<file path="config.mk">
export PLATFORM = sky130hd
export DESIGN_NAME = seq_bin_to_bcd
export DESIGN_NICKNAME = d
export VERILOG_FILES = /design/src/rtl/seq_bin_to_bcd.sv
export SDC_FILE = /design/constraint.sdc
export NUM_CORES = 1
export LEC_CHECK = 0
export ABC_AREA = 1
export ABC_CLOCK_PERIOD_IN_PS = 2400
export CAP_MARGIN = 15
export CORE_ASPECT_RATIO = 0.9
export CORE_MARGIN = 5
export CORE_UTILIZATION = 52
export DETAILED_ROUTE_END_ITERATION = 12
export PLACE_DENSITY = 0.85
export SETUP_SLACK_MARGIN = 0.1
export SYNTH_ARGS = -nofsm -noshare
export SYNTH_HDL_FRONTEND = slang
export SYNTH_SLANG_ARGS = --single-unit
export TNS_END_PERCENT = 10
</file>
<file path="constraint.sdc">
create_clock -name clk -period 2.4 [get_ports clk]
set_input_delay 0.48 -clock clk [delete_from_list [all_inputs] [get_ports clk]]
set_output_delay 0.48 -clock clk [all_outputs]
set_load 0.005 [all_outputs]
</file>
<file path="src/rtl/seq_bin_to_bcd.sv">
// Sequential binary-to-BCD converter (double dabble), one input bit per clock,
// with start/busy/done handshake and a sticky overflow for values beyond DIGITS.
module seq_bin_to_bcd #(
   parameter int unsigned BIN_W  = 10,
   parameter int unsigned DIGITS = 4
) (
   input  logic                  clk,
   input  logic                  rst_n,
   input  logic                  start,
   input  logic [BIN_W-1:0]      bin,
   output logic                  busy,
   output logic                  done,
   output logic [4*DIGITS-1:0]   bcd,
   output logic                  overflow
);

   localparam int unsigned BCD_W = 4 * DIGITS;
   localparam int unsigned CNT_W = $clog2(BIN_W + 1);
   localparam logic [CNT_W-1:0] LAST_CNT = CNT_W'(BIN_W - 1);

   typedef enum logic [1:0] {
      S_IDLE,
      S_SHIFT,
      S_DONE
   } state_t;

   state_t             r_state;
   logic [BIN_W-1:0]   r_shift;
   logic [BCD_W-1:0]   r_work;
   logic               r_sticky;
   logic [CNT_W-1:0]   r_cnt;
   logic               r_busy;
   logic               r_done;
   logic [BCD_W-1:0]   r_bcd;
   logic               r_ovf;

   logic [BCD_W-1:0]   w_corr;
   logic [BCD_W-1:0]   w_work_nx;
   logic [BIN_W-1:0]   w_shift_nx;
   logic               w_carry;

   // Add-3 correction of every digit >= 5 ahead of the shift
   always_comb begin
      w_corr = r_work;
      for (int k = 0; k < int'(DIGITS); k++) begin
         if (r_work[4*k +: 4] >= 4'd5) begin
            w_corr[4*k +: 4] = r_work[4*k +: 4] + 4'd3;
         end
      end
   end

   // The bit leaving the top digit is a 10^DIGITS carry, i.e. overflow
   assign {w_carry, w_work_nx, w_shift_nx} = {w_corr, r_shift, 1'b0};

   always_ff @(posedge clk or negedge rst_n) begin
      if (!rst_n) begin
         r_state  <= S_IDLE;
         r_shift  <= '0;
         r_work   <= '0;
         r_sticky <= 1'b0;
         r_cnt    <= '0;
         r_busy   <= 1'b0;
         r_done   <= 1'b0;
         r_bcd    <= '0;
         r_ovf    <= 1'b0;
      end else begin
         r_done <= 1'b0;
         case (r_state)
            S_IDLE, S_DONE: begin
               if (start) begin
                  r_shift  <= bin;
                  r_work   <= '0;
                  r_sticky <= 1'b0;
                  r_cnt    <= '0;
                  r_busy   <= 1'b1;
                  r_state  <= S_SHIFT;
               end else begin
                  r_state  <= S_IDLE;
               end
            end
            S_SHIFT: begin
               r_shift  <= w_shift_nx;
               r_work   <= w_work_nx;
               r_sticky <= r_sticky | w_carry;
               r_cnt    <= r_cnt + CNT_W'(1);
               if (r_cnt == LAST_CNT) begin
                  r_state <= S_DONE;
                  r_busy  <= 1'b0;
                  r_done  <= 1'b1;
                  r_bcd   <= w_work_nx;
                  r_ovf   <= r_sticky | w_carry;
               end
            end
            default: begin
               r_state <= S_IDLE;
               r_busy  <= 1'b0;
            end
         endcase
      end
   end

   assign busy     = r_busy;
   assign done     = r_done;
   assign bcd      = r_bcd;
   assign overflow = r_ovf;

endmodule

</file>
Word-level counts from Yosys, hierarchy flattened. Cells that the tools add are included.

Logic and storage cells: 50. Bits in registers: 52.

Order comparisons: 4. Add/subtract/negate cells: 5. Bitwise gates (word level): 1. Equality and inequality tests: 5. Reductions and logical operators: 6. Mux-type cells: 20.

Operators by type and width (count): 16-bit one-hot mux with 2 select lines (1); 4-bit two-way mux (5); 10-bit one-hot mux with 2 select lines (1); 4-bit by 2-bit adder with 4-bit output, second input constant (4); 4-bit by 3-bit >= comparator with 1-bit output, second input constant (4); 16-bit two-way mux (1); 10-bit two-way mux (1); 4-bit one-hot mux with 2 select lines (1); 1-bit two-way mux (6); 2-bit AND reduction (3); 4-bit by 1-bit adder with 4-bit output, second input constant (1); 4-bit == test, second input constant (1); 2-bit != test, second input constant (2); 1-bit one-hot mux with 2 select lines (2); 2-bit one-hot mux with 2 select lines (1); 2-bit by 1-bit == test with 1-bit output, second input constant (1); 2-bit == test, second input constant (1); 2-bit logical NOT (1); 2-bit two-way mux (1); 2-bit nonzero test (1); 2-bit OR reduction (1); 1-bit bitwise OR (1).

Depth between registers and ports, before layout. Gate-level depths: netlist of run 1.

Depth in word-level cells: 4. Gate-level depth with buffers: 10.

Worst setup path before layout of run 1. No wires, ideal clock.

Kind: flip-flop to flip-flop. From: reg r_work[0]. To: reg r_bcd[1], in the netlist bcd[1]. Clock period less this slack: 1.305 ns. Data arrival time: 1.240 ns. Setup slack: 1.095 ns. Cell stages (with the launch flop): 9. Path through: dfrtp_1 > inv_1 > ha_1 > inv_1 > o21ai_0 > nand2_1 > nand2_1 > nand3_1 > nand2_1.

Word-level cells in the longest chain between the ends: 2. Elaborated cells between the ends (all ways): 3. Classes of those cells: 1 x add/sub; 1 x order compare; 1 x mux.

RTL lines: start, declared (line 29) `logic [BCD_W-1:0] r_work;`; start signal, assigned (line 83) `r_work <= w_work_nx;`; 4-bit by 2-bit adder with 4-bit output / 4-bit by 3-bit >= comparator with 1-bit output (equally long branches) (line 47, 46); 4-bit two-way mux (*) (line 46) `if (r_work[4*k +: 4] >= 4'd5) begin`; end signal, assigned (line 90) `r_bcd <= w_work_nx;`; end, declared (line 34) `logic [BCD_W-1:0] r_bcd;`.

Mark *: on every way between the ends. The rest lies on a longest branch, timed or not. A chain may end at the register's enable or synchronous reset.

Worst setup path in the final report of run 1.
From: in start. To: reg r_shift[8].

Word-level cells in the longest chain between the ends: 2.

RTL lines: start, declared (line 9) `input logic start,`; 2-bit != test (no line); 2-bit AND reduction (no line); end signal, assigned (line 71) `r_shift <= bin;`; end signal, assigned (line 82) `r_shift <= w_shift_nx;`; end, declared (line 28) `logic [BIN_W-1:0] r_shift;`.

Every way passes these cells.

==> run summary, run 1 <==
The flow ran to the end, and the final reports show no timing, DRC or antenna violations. The number of buffer and inverter instances along the worst setup path was 2; the number of warnings issued by yosys was 0. The achievable frequency is 601 MHz. Setup repair after global routing left no endpoint under its margin. The sequential fraction of the synthesis area was 51.2%; the maximum single-stage delay on the critical path was 0.70 ns.

Of the total synthesized cell area, the portion taken by XOR and XNOR cells is 0.344%. The destination of the worst register-to-register timing path was bcd[9]. Critical path capture point type: a flip-flop.

The class of the tightest hold or removal check is in -> async. Across the run, the number of max-cap violations was 0. The logs give 0.81 ns for the reg-to-reg setup timing slack and 24 for the number of unique standard cell types used by synthesis. After clock tree synthesis, the clock-pin slew on the worst setup and hold paths is 0.09 ns. After global routing the overflow that remains totals 0. Kind of launch point of the worst setup path: an input pin.

The routed via count divided by cell count is 5.42. The placed instance area was 2870 sq um; the number of buffers inserted for hold repair after clock tree synthesis was 0. The critical path start-end classification is in -> reg. In this run the core area contains 24 standard-cell rows. Highest-delay cell along the critical path: clkdlybuf4s50_1. The worst pin sits at a relative slew slack of 59.0%. The hold slack is 0.175 ns. Summing all non-filler instances in the final layout gives an area of 2980 sq um.

For this block, wires on met1 add up to 2160 microns. The run gives 0 as the final hold violation count. Before antenna repair, the detailed router went through 4 iterations. The total area inside the core boundary comes to 4800 sq um. The HPWL after detailed placement is 3800 microns. At the worst endpoint, the arrival time is 1.84 ns.

The adder and majority gate portion of the synthesized area was 4.92%; the mux contribution to synthesized area was 0%. For the number of antenna violations at the first check in global routing, the log shows 0. The post-route clock period utilization came out at 69.3%. The I/O pin count was 32; the number of synthesized register bits was 52. The die covers 6390 sq um.

The repair_antennas step left the layout with diodes totalling 0. For this configuration, the core starts out at a cell density of 52.9%. Once detail routing completed, the nets flagged for antenna violations numbered 0. The tools report the H-tree depth as 2. For the number of global-route vias before repair, the log shows 2,092. The number of max-slew violations in the final report was 0. The logs give 0.00641 ns for the final clock skew and 0 for the number of instances resized during post-cts repair. The critical path goes through clkdlybuf4s50_1 -> nand2_2 -> nand2_8 -> inv_2 -> nand2_1 -> o211ai_1.

The met2 wire length was 2790 microns; the clock sink count was 52. Buffers inserted during clock tree synthesis total 5. The routed layout has 2,085 vias. Power density over the cells: 1390 nW/um^2. The routed design has 5290 microns of wire. Dividing the detail-routed wire length by the instance count gives 13.7 microns.

The logs give 121 for the number of design-rule violations left by the first detailed-router iteration and 2.57 ns for the critical path required time. The die extent in x is 83.7 microns, and the fraction of final layout cells with drive strength greater than 1 is 6.56%. The cell count after synthesis came out at 289. The final RePlAce weighted congestion is 0.865, and the final-report setup violation count is 0. The mapped cell area is 2540 sq um. The count of buffers added on input and output ports is 31. At the end of the flow, the number of nets in the layout was 342.

After detailed routing, the number of remaining DRC violations is 0. The run gives 1.49 nW as the static leakage. In this run the critical register-to-register path is launched from r_work[8]. In the layout the commonest cells are nand2_1 (82), dfrtp_1 (52), nand3_1 (41). Counting cells, the worst reg-to-reg path comes to 8. Entering global routing, the biggest net connects 28 pins. The filler cells instantiated in the layout total 402.

The post-route setup TNS is 0 ns, and the footprint of the multi-input gates is 1020 sq um. The tools report the worst setup path startpoint as start. The synthesized netlist devotes 11.5% of its cell area to compound gates. Non-filler instance count after layout: 385. The area fraction in and, or, nand and nor cells after synthesis was 23.3%. Floorplan die height: 76.3 microns. Leaving out fill and tap cells, the most frequent cell in the layout is nand2_1. After synthesis, the largest family of logic cells by area is simple AND/OR/NAND/NOR gates. The synthesized area per cell was 8.80 sq um. Highest metal layer used by the detailed router: met4. Kind of cell adding the most delay to the critical path: buffers and inverters. Once the clock tree was built, the setup fixing pass inserted 0 buffers. The maximum net fanout on the critical path was 18; the area growth from synthesis to layout was 17.2%.

For the pin with the worst max-slew slack, the measured transition is 0.615 ns. The total routing resource utilization after global routing came out at 17.7%. For this run, the share of the core covered by cells in the final layout is 62.0%. The sequential cells in the finished layout cover a total of 1300 sq um.

Summed over all nets, wire length on met3 after detailed routing comes to 205 microns. The largest voltage drop on the vdd net is 537 uV. The later pin in the worst-skew pair is clocked with a latency of 0.31 ns. The cell total after placement was 377. Counting I/O delays and the setup requirement, the final critical path takes 1.66 ns. The tree is rooted in a clkbuf_8. Counting every net in the synthesized netlist gives 312. In this run the deepest clock path goes through 2 buffers.

The global-route wire length before repair is 9290 microns. TritonCTS built the clock tree.
[Yosys cell counts]
cell / count / area share, %
nand2_1: 82 / 12
o21ai_0: 18 / 3.5
o21ai_2: 3 / 1.0
dfrtp_1: 52 / 51
buf_4: 2 / 0.59
ha_1: 10 / 4.9
o211ai_1: 4 / 1.2
buf_6: 5 / 2.2
clkbuf_1: 2 / 0.30
nand3_1: 41 / 8.1
nor2_4: 1 / 0.44
xnor2_1: 1 / 0.34
nand3b_4: 1 / 0.79
o21ai_1: 1 / 0.20
nand2_8: 1 / 0.79
nand2_2: 2 / 0.49
o221ai_1: 7 / 2.4
nor2_1: 4 / 0.59
inv_1: 34 / 5.0
buf_2: 1 / 0.20
inv_2: 3 / 0.44
o22ai_1: 6 / 1.5
a21oi_1: 7 / 1.4
a21boi_0: 1 / 0.30
[final cells by class]
class / instances / area share (%)
flip-flops and latches: 52 / 43.7
clock buffers: 6 / 2.43
repair buffers: 33 / 11.2
clock inverters: 2 / 1.18
well taps: 65 / 2.73
multi-input cells: 190 / 34.2
inverters: 37 / 4.66
[worst register-to-register path: stages, from the launching register on]
cell,delay [ns]
dfrtp_1,0.44
inv_1,0.10
ha_1,0.17
inv_1,0.05
o21ai_0,0.28
nand2_1,0.18
nand2_1,0.12
nand3_1,0.10
nand2_1,0.08
[flip-flops by register name (all words and copies together), names as in the netlist]
signal	cells
r_shift	10
busy	1
done	1
r_cnt	4
r_state	2
bcd	16
r_sticky	1
r_work	16
overflow	1
[routing by layer]
metal / vias to the layer above / track usage (%)
met4: 0 / 9.16
met3: 14 / 3.24
li1: 1012 / -
met5: - / 0
met1: 1004 / 21.1
met2: 55 / 30.3
[cell families (layout without fill, tap and decap cells)]
| logic type | Yosys count | count (layout) |
|---|---|---|
| fa+ha+maj | 10 | 10 |
| compound gates | 47 | 47 |
| xor+xnor | 1 | 1 |
| buf+inv | 47 | 78 |
| simple gates | 132 | 132 |
| flops | 52 | 52 |
[worst max path at each step]
stage                             to  slack [ns]  cells after the start
after global placement    r_shift[8]        0.50                      6
after detailed placement    r_cnt[2]        0.44                      6
final                     r_shift[8]        0.74                      6
after CTS                   overflow        0.73                      1
after global routing       r_work[5]        0.64                      8
after floorplan               bcd[1]        1.09                      8
[power breakdown]
group	switching (W)	internal [W]	total (W)
clock	0.000282	0.000310	0.000591
sequential	0.000278	0.00129	0.00157
combinational	0.00115	0.000817	0.00197
[stage by stage]
step	setup WS, ns	power [W]
6_report	0.736	0.00413
5_1_grt	0.639	0.00451
4_1_cts	0.727	0.00416
3_5_place_dp	0.444	0.00356
3_3_place_gp	0.501	0.00344
2_1_floorplan	1.09	0.00293
Note: power is estimated with default switching activity, not from simulation.
==> inputs of run 2 (changes only) <==
--- a/config.mk
+++ b/config.mk
@@ -6,11 +6,11 @@
 export NUM_CORES = 1
 export LEC_CHECK = 0
 export ABC_AREA = 1
-export ABC_CLOCK_PERIOD_IN_PS = 2400
+export ABC_CLOCK_PERIOD_IN_PS = 1400
 export CAP_MARGIN = 15
 export CORE_ASPECT_RATIO = 0.9
 export CORE_MARGIN = 5
-export CORE_UTILIZATION = 52
+export CORE_UTILIZATION = 50
 export DETAILED_ROUTE_END_ITERATION = 12
 export PLACE_DENSITY = 0.85
 export SETUP_SLACK_MARGIN = 0.1
==> constraint.sdc (replaced) <==
create_clock -name clk -period 1.4 [get_ports clk]
set_input_delay 0.28 -clock clk [delete_from_list [all_inputs] [get_ports clk]]
set_output_delay 0.28 -clock clk [all_outputs]
set_load 0.005 [all_outputs]
==> run 2 against run 1 <==
- sequential power is 72% higher
- combinational power rose by 140%
- clock power grew 39%
- setup slack worse by 0.66 ns
- largest power group unchanged
- highest routed layer unchanged
==> run summary, run 2 (synthesis gave the netlist of run 1 again) <==
The library cells used most frequently in the layout, excluding fill and tap cells, are nand2_1 (67), dfrtp_1 (50), nand3_1 (26). In this run the clock root is driven by a clkbuf_8. The tools report the final clock skew as 0.0103 ns (+0.00386 ns). The area growth from synthesis to layout is 34.5%. The pre-CTS setup slack was -0.0673 ns (-0.511 ns).

The tools report the critical path required time as 1.65 ns (-0.92 ns). Clock transition at the registers of the reported paths: 0.09 ns (about the same). The startpoint identified for the worst hold timing path is bcd[15]. The logs give 2,293 (+9.6%) for the number of global-route vias before repair and 24 (unchanged) for the number of core rows. The worst relative slew slack was 77.3% (+18 points); the post-route clock period utilization was 94.7%.

The largest voltage drop on the vdd net was 1160 uV (+120%); the floorplan die height was 77.7 microns (+1.7%). For the detailed-router iteration count before antenna repair, the log shows 5 (+1). The post-detailed-route wirelength per cell works out to 15.1 microns (+10%). Critical path capture point type: a flip-flop.

Total DRC errors in the routed layout: 0 (unchanged). The hold slack was 0.478 ns (+0.303 ns); the TritonCTS buffer count was 5 (unchanged). For the H-tree depth, the log shows 2 (unchanged).

The pin count of the biggest net entering global routing is 53 (+89%). The run gives 52 (unchanged) as the clock sink count. The number of design-rule violations left by the first detailed-router iteration came out at 317 (+160%). Number of antenna violations at the first check in global routing: 0 (unchanged). The library cell used most frequently in the layout, excluding fill and tap cells, is nand2_1. The run gives 0 (unchanged) as the final-report setup violation count. The tools report the worst hold endpoint as bcd[15].

The smallest clock period supported by the final layout is computed as 1.33 ns. The global-route wire length before repair came out at 10,100 microns (+9.2%). The worst hold path passes through 2 cells.

Kind of launch point of the worst setup path: a flip-flop. The die extent in x is 85.2 microns (+1.7%), and the count of input and output buffers is 31 (unchanged). The final RePlAce weighted congestion came out at 0.844 (-2.5%). The power density over the cells is 2430 nW/um^2 (+75%). Number of cells on the worst reg-to-reg path: 8 (unchanged). The HPWL after detailed placement was 3880 microns (+2.1%). For the area inside the core boundary, the log shows 4890 sq um (+1.9%). The run gives 0 (unchanged) as the final hold violation count. The final setup slack of the worst path was 0.0743 ns (-0.662 ns); the I/O pin count was 32 (unchanged). The initial core utilization is 51.9% (-0.97 points).

The tools report the residual overflow from global routing as 0 (unchanged). Timing would allow up to 754 MHz. Area of the die: 6610 sq um (+3.5%). TritonCTS built the clock tree. The maximum clock path buffer count was 2 (unchanged). The routed via count divided by cell count was 5.45 (+0.60%). The run gives 0.31 ns (about the same) as the latest clock arrival within the worst-skew pair.

For the total via count after detailed routing, the log shows 2,250 (+7.9%). The total routing resource utilization after global routing came out at 18.7% (+1.1 points). For the net count of the finished layout, the log shows 371 (+8.5%).

The number of max-slew violations in the final report came out at 0 (unchanged). The final antenna diode count was 0 (unchanged). In this run the critical register-to-register path is launched from r_work[1].

The run gives 1.71 nW (+15%) as the static leakage. The maximum net fanout on the critical path came out at 4 (-14). The tools report the signal arrival time at the worst endpoint as 1.58 ns (-0.26 ns).

The class of the tightest hold or removal check was reg -> reg. The run finished with clean final reports. Post-route setup TNS: 0 ns (unchanged).

The critical path is of the reg -> reg type. The reg-to-reg setup timing slack is 0.07 ns (-0.74 ns). The worst setup path startpoint was r_work[1].

In this run the critical register-to-register path is captured at r_work[2]. The transition time at the pin with the least slew margin came out at 0.337 ns (-0.277 ns). Setup repair after global routing could not meet its margin everywhere. Fraction of final layout cells with drive strength greater than 1: 30.2% (+24 points). The run gives 328 (-18%) as the count of fill cells added during filler insertion.

The number of nets with antenna violations after detailed routing was 0 (unchanged); the final wirelength was 6250 microns (+18%). The run gives 0 (unchanged) as the max-capacitance violation count.
## run 2: what timing repair did
item / in CTS / in global routing
buffers inserted: 4 / 8
endpoints found under the hold margin: 52 / 0
hold buffers: 1 / 0
gates resized for setup: 49 / 49
setup endpoints to repair: 49 / 35
pin swaps: 5 / 24
## run 2: stage by stage
stage / utilization [%] / area (sq um) / power, W / instances
global route: 69.9 / 3420 / 0.00897 / 413
CTS: 64.9 / 3170 / 0.00736 / 405
global placement: 61.4 / 3010 / 0.00615 / 393
finish: 69.9 / 3420 / 0.00830 / 413
floorplan: - / 2540 / 0.00502 / 289
detailed placement: 61.4 / 3010 / 0.00636 / 393
## run 2: per-layer routing
metal	track usage (%)	routed length, microns	vias to the layer above
li1	-	-	1065
met1	24.0	2590	1116
met2	31.8	3320	59
met3	4.03	264	10
met4	5.85	71	0
met5	0	0	-
## run 2: area by class of cell
type / instances / area [sq um] / area share [%]
well taps: 65 / 81.3 / 2.38
inverters: 37 / 141 / 4.13
multi-input cells: 190 / 1260 / 36.9
clock inverters: 1 / 5.00 / 0.146
clock buffers: 6 / 72.6 / 2.12
flip-flops and latches: 52 / 1300 / 38.1
repair buffers: 62 / 553 / 16.2
## run 2: report_power, final
group	internal [W]	total [W]	switching, W
clock network	0.000341	0.000824	0.000482
registers	0.00222	0.00270	0.000478
logic	0.00205	0.00477	0.00272
total	0.00462	0.00830	0.00368
## run 2: worst max-delay path by stage
stage	end
2_1_floorplan	bcd[5]
3_3_place_gp	r_work[9]
3_5_place_dp	bcd[1]
4_1_cts	bcd[13]
5_1_grt	r_work[13]
6_report	r_work[2]
## run 2: critical path, stage by stage (launching register included)
cell	delay [ns]
dfrtp_1	0.40
inv_2	0.13
ha_4	0.16
inv_2	0.04
o21ai_4	0.19
nand2_4	0.12
nand2_4	0.09
nand3_2	0.07
nand2_2	0.07
